## config.mk

```make
export PLATFORM = sky130hd
export DESIGN_NAME = seq_alu_flat
export DESIGN_NICKNAME = d
export VERILOG_FILES = /design/src/rtl/seq_alu_if.sv /design/src/rtl/seq_alu.sv /design/src/flat_wrapper.sv
export SDC_FILE = /design/constraint.sdc
export NUM_CORES = 1
export LEC_CHECK = 0
export BUFFER_PORTS_ARGS = -buffer_cell sky130_fd_sc_hd__buf_2
export CAP_MARGIN = 10
export CORE_UTILIZATION = 46
export DETAILED_ROUTE_END_ITERATION = 16
export PLACE_DENSITY = 0.68
export SLEW_MARGIN = 20
export SYNTH_ARGS = -nofsm -noshare
export SYNTH_HDL_FRONTEND = slang
export SYNTH_SLANG_ARGS = --single-unit
```

## constraint.sdc

```tcl
create_clock -name clk -period 3.44 [get_ports clk]
set_input_delay 0.688 -clock clk [delete_from_list [all_inputs] [get_ports clk]]
set_output_delay 0.688 -clock clk [all_outputs]
set_load 0.01 [all_outputs]
```

## src/rtl/seq_alu_if.sv

```systemverilog
// Request/response bundle for seq_alu: operand handshake in, result handshake out.
interface seq_alu_if #(
    parameter int WIDTH = 32
);
    logic             in_valid;
    logic             in_ready;
    logic [WIDTH-1:0] x;
    logic [WIDTH-1:0] y;
    logic [3:0]       s;
    logic             out_valid;
    logic             out_ready;
    logic [WIDTH-1:0] R;
    logic [WIDTH-1:0] R2;
    logic             of;
    logic             cf;
    logic             equ;
    logic             dz;
    logic             ill;
    logic             busy;

    modport master (
        output in_valid, x, y, s, out_ready,
        input  in_ready, out_valid, R, R2, of, cf, equ, dz, ill, busy
    );

    modport slave (
        input  in_valid, x, y, s, out_ready,
        output in_ready, out_valid, R, R2, of, cf, equ, dz, ill, busy
    );
endinterface

```

## src/rtl/seq_alu.sv

```systemverilog
// Sequential ALU: single-cycle logic/arith ops plus bit-serial shift-add multiply
// and restoring divide, with a valid/ready handshake on both sides.
module seq_alu #(
    parameter int WIDTH = 32,
    parameter int SHW   = $clog2(WIDTH)
) (
    input logic        clk,
    input logic        rst_n,
    seq_alu_if.slave   bus
);
    localparam int CNT_W = $clog2(WIDTH);

    localparam logic [1:0] IDLE = 2'd0;
    localparam logic [1:0] ITER = 2'd1;
    localparam logic [1:0] DONE = 2'd2;

    localparam logic [3:0] OP_SLL  = 4'b0000;
    localparam logic [3:0] OP_SRA  = 4'b0001;
    localparam logic [3:0] OP_SRL  = 4'b0010;
    localparam logic [3:0] OP_MULU = 4'b0011;
    localparam logic [3:0] OP_DIVU = 4'b0100;
    localparam logic [3:0] OP_ADD  = 4'b0101;
    localparam logic [3:0] OP_SUB  = 4'b0110;
    localparam logic [3:0] OP_AND  = 4'b0111;
    localparam logic [3:0] OP_OR   = 4'b1000;
    localparam logic [3:0] OP_XOR  = 4'b1001;
    localparam logic [3:0] OP_NOR  = 4'b1010;
    localparam logic [3:0] OP_SLT  = 4'b1011;
    localparam logic [3:0] OP_SLTU = 4'b1100;

    localparam logic [CNT_W-1:0] LAST_ITER = CNT_W'(WIDTH - 1);

    // control and architected outputs (reset)
    logic [1:0]       state_q, state_d;
    logic [CNT_W-1:0] cnt_q, cnt_d;
    logic [WIDTH-1:0] r_q, r_d;
    logic [WIDTH-1:0] r2_q, r2_d;
    logic             of_q, of_d;
    logic             cf_q, cf_d;
    logic             equ_q, equ_d;
    logic             dz_q, dz_d;
    logic             ill_q, ill_d;

    // iteration datapath (not reset)
    logic [WIDTH-1:0] hi_q, hi_d;
    logic [WIDTH-1:0] lo_q, lo_d;
    logic [WIDTH-1:0] opnd_q, opnd_d;
    logic             is_div_q, is_div_d;
    logic             equ_pend_q, equ_pend_d;

    logic [WIDTH:0]          add_full, sub_full;
    logic signed [WIDTH-1:0] x_s, y_s;
    logic [SHW-1:0]          sh;
    logic [WIDTH:0]          mul_sum, div_shift, div_diff;
    logic [WIDTH-1:0]        iter_hi, iter_lo;

    always_comb begin
        x_s      = bus.x;
        y_s      = bus.y;
        sh       = bus.y[SHW-1:0];
        add_full = {1'b0, bus.x} + {1'b0, bus.y};
        sub_full = {1'b0, bus.x} - {1'b0, bus.y};

        // one multiply step: conditional add into the high half, then shift the pair right
        mul_sum   = {1'b0, hi_q} + (lo_q[0] ? {1'b0, opnd_q} : '0);
        // one restoring-divide step: shift in next dividend bit, keep difference if no borrow
        div_shift = {hi_q, lo_q[WIDTH-1]};
        div_diff  = div_shift - {1'b0, opnd_q};
        if (is_div_q) begin
            iter_hi = div_diff[WIDTH] ? div_shift[WIDTH-1:0] : div_diff[WIDTH-1:0];
            iter_lo = {lo_q[WIDTH-2:0], ~div_diff[WIDTH]};
        end else begin
            iter_hi = mul_sum[WIDTH:1];
            iter_lo = {mul_sum[0], lo_q[WIDTH-1:1]};
        end
    end

    always_comb begin
        state_d    = state_q;
        cnt_d      = cnt_q;
        r_d        = r_q;
        r2_d       = r2_q;
        of_d       = of_q;
        cf_d       = cf_q;
        equ_d      = equ_q;
        dz_d       = dz_q;
        ill_d      = ill_q;
        hi_d       = hi_q;
        lo_d       = lo_q;
        opnd_d     = opnd_q;
        is_div_d   = is_div_q;
        equ_pend_d = equ_pend_q;

        case (state_q)
            IDLE: begin
                if (bus.in_valid) begin
                    if (bus.s == OP_MULU || (bus.s == OP_DIVU && bus.y != '0)) begin
                        state_d    = ITER;
                        cnt_d      = '0;
                        hi_d       = '0;
                        lo_d       = bus.x;
                        opnd_d     = bus.y;
                        is_div_d   = (bus.s == OP_DIVU);
                        equ_pend_d = (bus.x == bus.y);
                    end else begin
                        state_d = DONE;
                        r_d     = '0;
                        r2_d    = '0;
                        of_d    = 1'b0;
                        cf_d    = 1'b0;
                        dz_d    = 1'b0;
                        ill_d   = 1'b0;
                        equ_d   = (bus.x == bus.y);
                        case (bus.s)
                            OP_SLL:  r_d = bus.x << sh;
                            OP_SRA:  r_d = x_s >>> sh;
                            OP_SRL:  r_d = bus.x >> sh;
                            OP_DIVU: begin
                                r_d  = '1;
                                r2_d = bus.x;
                                dz_d = 1'b1;
                            end
                            OP_ADD: begin
                                r_d  = add_full[WIDTH-1:0];
                                cf_d = add_full[WIDTH];
                                of_d = (bus.x[WIDTH-1] == bus.y[WIDTH-1]) &&
                                       (add_full[WIDTH-1] != bus.x[WIDTH-1]);
                            end
                            OP_SUB: begin
                                r_d  = sub_full[WIDTH-1:0];
                                cf_d = sub_full[WIDTH];
                                of_d = (bus.x[WIDTH-1] != bus.y[WIDTH-1]) &&
                                       (sub_full[WIDTH-1] != bus.x[WIDTH-1]);
                            end
                            OP_AND:  r_d = bus.x & bus.y;
                            OP_OR:   r_d = bus.x | bus.y;
                            OP_XOR:  r_d = bus.x ^ bus.y;
                            OP_NOR:  r_d = ~(bus.x | bus.y);
                            OP_SLT:  r_d[0] = (x_s < y_s);
                            OP_SLTU: r_d[0] = (bus.x < bus.y);
                            default: ill_d = 1'b1;
                        endcase
                    end
                end
            end
            ITER: begin
                hi_d  = iter_hi;
                lo_d  = iter_lo;
                cnt_d = cnt_q + CNT_W'(1);
                if (cnt_q == LAST_ITER) begin
                    state_d = DONE;
                    r_d     = iter_lo;
                    r2_d    = iter_hi;
                    of_d    = 1'b0;
                    cf_d    = 1'b0;
                    dz_d    = 1'b0;
                    ill_d   = 1'b0;
                    equ_d   = equ_pend_q;
                end
            end
            DONE: begin
                if (bus.out_ready) state_d = IDLE;
            end
            default: state_d = IDLE;
        endcase
    end

    always_ff @(posedge clk or negedge rst_n) begin
        if (!rst_n) begin
            state_q <= IDLE;
            cnt_q   <= '0;
            r_q     <= '0;
            r2_q    <= '0;
            of_q    <= 1'b0;
            cf_q    <= 1'b0;
            equ_q   <= 1'b0;
            dz_q    <= 1'b0;
            ill_q   <= 1'b0;
        end else begin
            state_q <= state_d;
            cnt_q   <= cnt_d;
            r_q     <= r_d;
            r2_q    <= r2_d;
            of_q    <= of_d;
            cf_q    <= cf_d;
            equ_q   <= equ_d;
            dz_q    <= dz_d;
            ill_q   <= ill_d;
        end
    end

    always_ff @(posedge clk) begin
        hi_q       <= hi_d;
        lo_q       <= lo_d;
        opnd_q     <= opnd_d;
        is_div_q   <= is_div_d;
        equ_pend_q <= equ_pend_d;
    end

    assign bus.in_ready  = (state_q == IDLE);
    assign bus.out_valid = (state_q == DONE);
    assign bus.busy      = (state_q == ITER);
    assign bus.R         = r_q;
    assign bus.R2        = r2_q;
    assign bus.of        = of_q;
    assign bus.cf        = cf_q;
    assign bus.equ       = equ_q;
    assign bus.dz        = dz_q;
    assign bus.ill       = ill_q;
endmodule

```

## src/flat_wrapper.sv

```systemverilog
// flat-port wrapper written by rule: the top's interface ports become plain ports
module seq_alu_flat 
#(
    parameter int WIDTH = 32,
    parameter int SHW   = $clog2(WIDTH)
)
  (clk, rst_n, bus_in_valid, bus_x, bus_y, bus_s, bus_out_ready, bus_in_ready, bus_out_valid, bus_R, bus_R2, bus_of, bus_cf, bus_equ, bus_dz, bus_ill, bus_busy);
  seq_alu_if #(.WIDTH(WIDTH)) bus_i ();
  input logic clk;
  input logic rst_n;
  input wire logic [$bits(bus_i.in_valid)-1:0] bus_in_valid;
  input wire logic [$bits(bus_i.x)-1:0] bus_x;
  input wire logic [$bits(bus_i.y)-1:0] bus_y;
  input wire logic [$bits(bus_i.s)-1:0] bus_s;
  input wire logic [$bits(bus_i.out_ready)-1:0] bus_out_ready;
  output wire logic [$bits(bus_i.in_ready)-1:0] bus_in_ready;
  output wire logic [$bits(bus_i.out_valid)-1:0] bus_out_valid;
  output wire logic [$bits(bus_i.R)-1:0] bus_R;
  output wire logic [$bits(bus_i.R2)-1:0] bus_R2;
  output wire logic [$bits(bus_i.of)-1:0] bus_of;
  output wire logic [$bits(bus_i.cf)-1:0] bus_cf;
  output wire logic [$bits(bus_i.equ)-1:0] bus_equ;
  output wire logic [$bits(bus_i.dz)-1:0] bus_dz;
  output wire logic [$bits(bus_i.ill)-1:0] bus_ill;
  output wire logic [$bits(bus_i.busy)-1:0] bus_busy;
  assign bus_i.in_valid = bus_in_valid;
  assign bus_i.x = bus_x;
  assign bus_i.y = bus_y;
  assign bus_i.s = bus_s;
  assign bus_i.out_ready = bus_out_ready;
  assign bus_in_ready = bus_i.in_ready;
  assign bus_out_valid = bus_i.out_valid;
  assign bus_R = bus_i.R;
  assign bus_R2 = bus_i.R2;
  assign bus_of = bus_i.of;
  assign bus_cf = bus_i.cf;
  assign bus_equ = bus_i.equ;
  assign bus_dz = bus_i.dz;
  assign bus_ill = bus_i.ill;
  assign bus_busy = bus_i.busy;
  seq_alu #(.WIDTH(WIDTH), .SHW(SHW)) u_core (.clk(clk), .rst_n(rst_n), .bus(bus_i));
endmodule
```

==> results.md, run 1 <==
- Outcome: complete, but fails checks
- Failing checks: setup timing
- Register area: 0.00484 mm²
- 1st-iter DRT viols: 3,470
- CTS Buf Count: 17
- Starting density of the core: 0.470
- Avg WL per Cell: 29.9 µm
- Final core occ: 0.631
- Clock Latency Late Sink: 0.47 ns
- Leakage: 12.9 nW
- Startpoint types: flop
- Fin area: 0.0281 mm²
- Row cnt: 77
- Final Hold Viols: 0
- Max VDD drop: 0.380 mV
- Post-synth EDFFs: 98
- Synth cell types: 81
- Worst Max-Slew Pin Slew: 1.14 ns
- Critical Path RT: 3.84 ns
- Core footprint: 0.0446 mm²
- Layout cells sized above 1: 0.318
- Setup repair after global routing missed its margin: true
- First-pass iteration count of the detailed router: 6
- Avg Cell Area, Syn: 8.05 µm²
- Area occupied by multi-input gates: 0.0155 mm²
- Vias per std cell: 6.67
- CP Data Arrival Time: 4.03 ns
- R2R Path End: u_core.bus.R2[27]
- Min Hold Slack: 0.252 ns
- Clock Path Buffers: 2
- Fill count: 3,913
- Layout Skew: 0.0238 ns
- CTS tree: built
- Largest net degree at the start of global routing: 66
- Global-route wire length before repair: 165,000 µm
- Syn Inst Count: 2,604
- DRC violations left: 0
- Fmax achieved: 275 MHz
- Final antenna-violating net count: 0
- Reg2reg start: u_core.opnd_q[0]
- Ys async rst share: 0.437
- Worst relative slew slack: 0.237
- CTS Sinks: 174
- Power Density: 378 mW/mm²
- Die Y: 215 µm
- Cell area after synthesis: 0.0210 mm²
- Initial antenna violation count: 7
- CTS Root Cell: clkbuf_16
- Post-synth top area cell: edfxtp_1
- Tot Pwr: 0.0106 W
- Part of the Yosys area used for sequential elements: 0.231
- Placed inst area: 0.0268 mm²
- Post-place setup slack: -0.610 ns
- Commonest non-fill, non-tap cell in the layout: buf_4
- Chip Width: 215 µm
- Final worst slack: -0.191 ns
- Most frequent cells in the layout: buf_4, nor2_1, nand2_1
- Maximum fanout along the worst path: 10
- Total grt overflow: 0
- Via Count: 25,500
- R2r setup slk: -0.19 ns
- Final GP Congestion: 1.06
- Yosys reg bits: 174
- Worst Reg2Reg Path Length in Cells: 12
- Total GRT Usage: 0.484
- Die area: 0.0464 mm²
- Period minus WS final: 3.63 ns
- Main area contributors after synthesis: edfxtp_1, ha_1, dfrtp_1
- Yosys warnings: 0
- Crit Path Category: flop to flop
- Vias in the first global route: 24,800
- Io pins: 144
- Number of nets in the layout: 3,471
- IO Port Bufs: 143
- Area grow syn2layout: 34.3%
- Final worst-path cycle share: 1.06
- Min-delay worst type: input pin to asynchronous set/reset pin
- Max cap viols: 0
- Net Count, Synth: 2,860
- Count of pins over their slew limit: 0
- H-tree depth: 4
- WL final: 114,000 µm
- Worst setup EP type: flop
- Top cell type's share of synthesized area: 0.140
- Post-DP HPWL: 90,600 µm
- Clk slew on worst S/H paths: 0.07 ns
- Final setup viols: 60
- Post-synth top flop: edfxtp_1
[how the worst max path moves through the flow]
stage | startpoint | endpoint | slack, ns | cells past startpoint
floorplan | bus_y[3] | u_core.bus.R[15] | -0.09 | 15
global placement | bus_y[0] | u_core.bus.R[12] | -0.65 | 13
detailed placement | bus_y[0] | u_core.bus.R[12] | -0.61 | 13
CTS | u_core.opnd_q[0] | u_core.bus.R2[9] | -0.18 | 13
global route | u_core.opnd_q[0] | u_core.bus.R2[9] | -0.33 | 13
finish | u_core.opnd_q[0] | u_core.bus.R2[27] | -0.19 | 12
[metrics by stage]
stage,instances,TNS (ns)
2_1_floorplan,2604,-0.193
3_3_place_gp,3773,-17.73
3_5_place_dp,3773,-19.06
4_1_cts,3814,-4.80
5_1_grt,3823,-13.95
6_report,3824,-6.16
[area by class of cell]
class                      instances  share of cell area
multi-input combinational       2084               0.551
timing repair buffer             787               0.208
sequential                       174               0.172
tap                              592              0.0263
inverter                         151              0.0206
clock buffer                      18              0.0156
clock inverter                    14             0.00578
antenna                            4            0.000356
[per-layer routing]
metal  up-vias  part of all wire  GRT usage
met5         -           0.00022          0
met4         4             0.089      0.365
met3       473              0.13      0.129
met2      2013              0.42      0.718
met1     12200              0.37      0.602
li1      10800                 -          -
[kinds of logic (layout without fill, tap and decap cells)]
kind of cell | after synthesis | after routing | synth area share
xor gates and xnor gates | 89 | 89 | 0.0372
muxes | 163 | 163 | 0.114
other | 0 | 4 | 0
DFF | 174 | 174 | 0.231
and+or+nand+nor | 789 | 789 | 0.172
buffers and inverters | 346 | 970 | 0.0635
AOI/OAI and AO/OA | 859 | 859 | 0.271
adders and majority gates | 184 | 184 | 0.111
[state kept, by name, summed over array words and instances, names as in the netlist, 2 cells and up]
signal and cells:
u_core.bus.R 32, u_core.bus.R2 32, u_core.cnt_q 5, u_core.hi_q 32
u_core.lo_q 32, u_core.opnd_q 32, u_core.state_q 2
[critical path, cell delays in order (launching register included)]
cell	delay, ns
edfxtp_1	0.44
ha_4	0.20
fa_2	0.34
nand2b_4	0.15
a211o_1	0.27
a211o_1	0.27
and3b_2	0.23
a211o_1	0.26
a221o_2	0.42
buf_12	0.17
o311a_4	0.40
a211oi_4	0.25
o22a_1	0.17
[power breakdown]
part | switching [W] | internal, W | total [W]
combinational | 0.00321 | 0.00229 | 0.00550
clock | 0.00102 | 0.00106 | 0.00207
sequential | 0.000412 | 0.00266 | 0.00307
total | 0.00464 | 0.00601 | 0.0106
[repair_timing]
item,4_1_cts,5_1_grt
hold buffers,0,0
pin swaps,15,30
buffers inserted,9,6
resized for setup,67,74
setup endpoints to repair,59,82
gates cloned,1,0
[synthesized netlist by cell type, drive strengths merged (10+ instances only)]
cell type,n
nor2,272
nand2,233
a21oi,220
ha,180
o21ai,176
clkbuf,155
inv,150
edfxtp,98
mux2i,88
dfrtp,76
a21o,71
mux4,58
and2,50
nor3,50
a211oi,45
xnor2,45
xor2,44
buf,40
nand3,38
o22ai,36
o211ai,35
a221oi,32
a31oi,28
nand2b,26
nor2b,24
nand4,21
o21bai,20
a22oi,19
nor4,18
o22a,18
mux2,17
a211o,16
o21a,13
o31ai,13
or3,13
and3,12
or2,12
o2111ai,11
a32o,10
Note: power is estimated with default switching activity, not from simulation.
==> run 2: changes to the inputs <==
BUFFER_PORTS_ARGS = default   (was -buffer_cell sky130_fd_sc_hd__buf_2)
CELL_PAD_IN_SITES_DETAIL_PLACEMENT = 0   (was default)
CELL_PAD_IN_SITES_GLOBAL_PLACEMENT = 1   (was default)
CORE_UTILIZATION = 45   (was 46)
DONT_BUFFER_PORTS = 1   (was default)
PLACE_DENSITY = 0.8   (was 0.68)
==> run 2 against run 1 <==
Against the previous run: the run still ends with setup timing left; clock-buffer cell count fell by 1; highest routed layer unchanged; largest power group unchanged; critical endpoint is now u_core.bus.R2[0]; first-iteration DRC count fell by 28%; critical path type unchanged; routed wire length fell by 19%; clock power fell by 4%.
==> results.md, run 2 (synthesis gave the netlist of run 1 again) <==
- Worst relative slew slack: 0.233 (was 0.237)
- CTS tree: built (unchanged)
- Area grow syn2layout: 18.6% (was 34.3%)
- Layout Skew: 0.0188 ns (was 0.0238 ns)
- CTS Root Cell: clkbuf_16 (unchanged)
- Fill count: 4,354 (was 3,913)
- Commonest non-fill, non-tap cell in the layout: buf_4 (unchanged)
- Fin area: 0.0248 mm² (was 0.0281 mm²)
- Startpoint types: flop (unchanged)
- Failing checks: setup timing (unchanged)
- 1st-iter DRT viols: 2,499 (was 3,470)
- Core footprint: 0.0457 mm² (was 0.0446 mm²)
- Total GRT Usage: 0.384 (was 0.484)
- Max VDD drop: 0.323 mV (was 0.380 mV)
- Final Hold Viols: 0 (unchanged)
- Worst Max-Slew Pin Slew: 1.15 ns (was 1.14 ns)
- Crit Path Category: flop to flop (unchanged)
- Outcome: complete, but fails checks (unchanged)
- Post-DP HPWL: 69,800 µm (was 90,600 µm)
- Clock Latency Late Sink: 0.46 ns (was 0.47 ns)
- Row cnt: 78 (was 77)
- Number of nets in the layout: 3,020 (was 3,471)
- First-pass iteration count of the detailed router: 6 (unchanged)
- Critical path's slowest cell: edfxtp_1 (unchanged)
- Final setup viols: 65 (was 60)
- Tot Pwr: 0.00918 W (was 0.0106 W)
- Largest net degree at the start of global routing: 88 (was 66)
- Die Y: 218 µm (was 215 µm)
- Final worst-path cycle share: 1.08 (was 1.06)
- Slowest stage delay, CP: 0.40 ns (was 0.44 ns)
- H-tree depth: 4 (unchanged)
- Layout cells sized above 1: 0.202 (was 0.318)
- Final GP Congestion: 1.00 (was 1.06)
- CTS Buf Count: 17 (unchanged)
- Setup repair after global routing missed its margin: true (unchanged)
- Placed inst area: 0.0236 mm² (was 0.0268 mm²)
- Post-place setup slack: -0.355 ns (was -0.610 ns)
- Period minus WS final: 3.72 ns (was 3.63 ns)
- Die area: 0.0474 mm² (was 0.0464 mm²)
- Via Count: 22,500 (was 25,500)
- Avg WL per Cell: 27.5 µm (was 29.9 µm)
- WL final: 92,900 µm (was 114,000 µm)
- DRC violations left: 0 (unchanged)
- Io pins: 144 (unchanged)
- Power Density: 369 mW/mm² (was 378 mW/mm²)
- Clk slew on worst S/H paths: 0.08 ns (was 0.07 ns)
- Most frequent cells in the layout: buf_4, nor2_1, nand2_1 (unchanged)
- Max cap viols: 0 (unchanged)
- Final worst slack: -0.275 ns (was -0.191 ns)
- Initial antenna violation count: 3 (was 7)
- CP Buf/Inv Count: 3 (was 1)
- Vias in the first global route: 21,400 (was 24,800)
- Leakage: 10.7 nW (was 12.9 nW)
- Global-route wire length before repair: 137,000 µm (was 165,000 µm)
- CTS Sinks: 174 (unchanged)
- Final std cells w/o fill: 3,380 (was 3,824)
- Worst path top cell family by delay: compound AO/OA/AOI/OAI gates (unchanged)
- Min Hold Slack: 0.119 ns (was 0.252 ns)
- CP Data Arrival Time: 4.05 ns (was 4.03 ns)
- Starting density of the core: 0.459 (was 0.470)
- Fmax achieved: 269 MHz (was 275 MHz)
- Critical Path RT: 3.77 ns (was 3.84 ns)
- Vias per std cell: 6.64 (was 6.67)
- Final antenna-violating net count: 0 (unchanged)
- Clock Path Buffers: 2 (unchanged)
- Min-delay worst type: input pin to asynchronous set/reset pin (unchanged)
- Maximum fanout along the worst path: 6 (was 10)
- Chip Width: 218 µm (was 215 µm)
- Total grt overflow: 0 (unchanged)
- Most common cell on crit path: a211o_1 (unchanged)
- Count of pins over their slew limit: 0 (unchanged)
- Worst-path cell chain: ha_2 -> fa_2 -> nand2b_4 -> a211o_1 -> a211o_1 -> and3b_2 -> a211o_1 -> a221o_2 -> buf_4 -> clkbuf_16 -> buf_4 -> nand2_1 -> o211ai_1 -> and3_1 -> o22a_1 (was ha_4 -> fa_2 -> nand2b_4 -> a211o_1 -> a211o_1 -> and3b_2 -> a211o_1 -> a221o_2 -> buf_12 -> o311a_4 -> a211oi_4 -> o22a_1)
- Inst Count DP: 3,327 (was 3,773)
- Worst setup EP type: flop (unchanged)
- IO Port Bufs: 0 (was 143)
-- run 2: metrics by stage --
stage,TNS (ns),util
floorplan,-0.193,-
global route,-15.72,0.544
detailed placement,-13.82,0.517
CTS,-7.20,0.535
finish,-11.09,0.544
global placement,-10.36,0.517
-- run 2: path summary, 6_finish.rpt --
check / startpoint / endpoint / slack [ns] / cells after the start
max: u_core.opnd_q[0] / u_core.bus.R2[0] / -0.28 / 15
min: rst_n / u_core.bus.R[8] / 0.12 / 1
max reg2reg: u_core.opnd_q[0] / u_core.bus.R2[0] / -0.28 / 15
min reg2reg: u_core.cnt_q[4] / u_core.cnt_q[4] / 0.52 / 1
max in group asynchronous: rst_n / u_core.bus.R2[24] / 2.88 / 1
min in group clk: bus_y[6] / u_core.opnd_q[6] / 0.34 / 0
-- run 2: metal layers --
metal | wire length [µm] | vias up | track usage
li1 | - | 9931 | -
met1 | 37400 | 10900 | 0.510
met2 | 40600 | 1369 | 0.584
met3 | 10100 | 259 | 0.0926
met4 | 4780 | 2 | 0.180
met5 | 13 | - | 0
-- run 2: area by class of cell --
class | instances | area, µm² | area share
diodes | 3 | 7.51 | 0.000302
clock buffers | 17 | 425 | 0.0171
clock inverters | 15 | 150 | 0.00604
inverters | 151 | 581 | 0.0234
multi-input cells | 2084 | 15400 | 0.620
flip-flops and latches | 174 | 4840 | 0.195
well taps | 600 | 751 | 0.0302
repair buffers | 336 | 2680 | 0.108
-- run 2: where the power goes --
group	leakage, nW	total (W)	switching, W	internal [W]
clock network	0.282	0.00199	0.000965	0.00102
logic	8.56	0.00398	0.00223	0.00174
registers	1.85	0.00322	0.000559	0.00266
total	10.7	0.00918	0.00376	0.00542
-- run 2: repair_timing --
action	CTS	global route
hold buffers	1	0
setup buffers	6	10
gates resized for setup	43	62
endpoints found under the hold margin	76	0
pin swaps	27	20
gates cloned	0	1
setup endpoints to repair	64	71
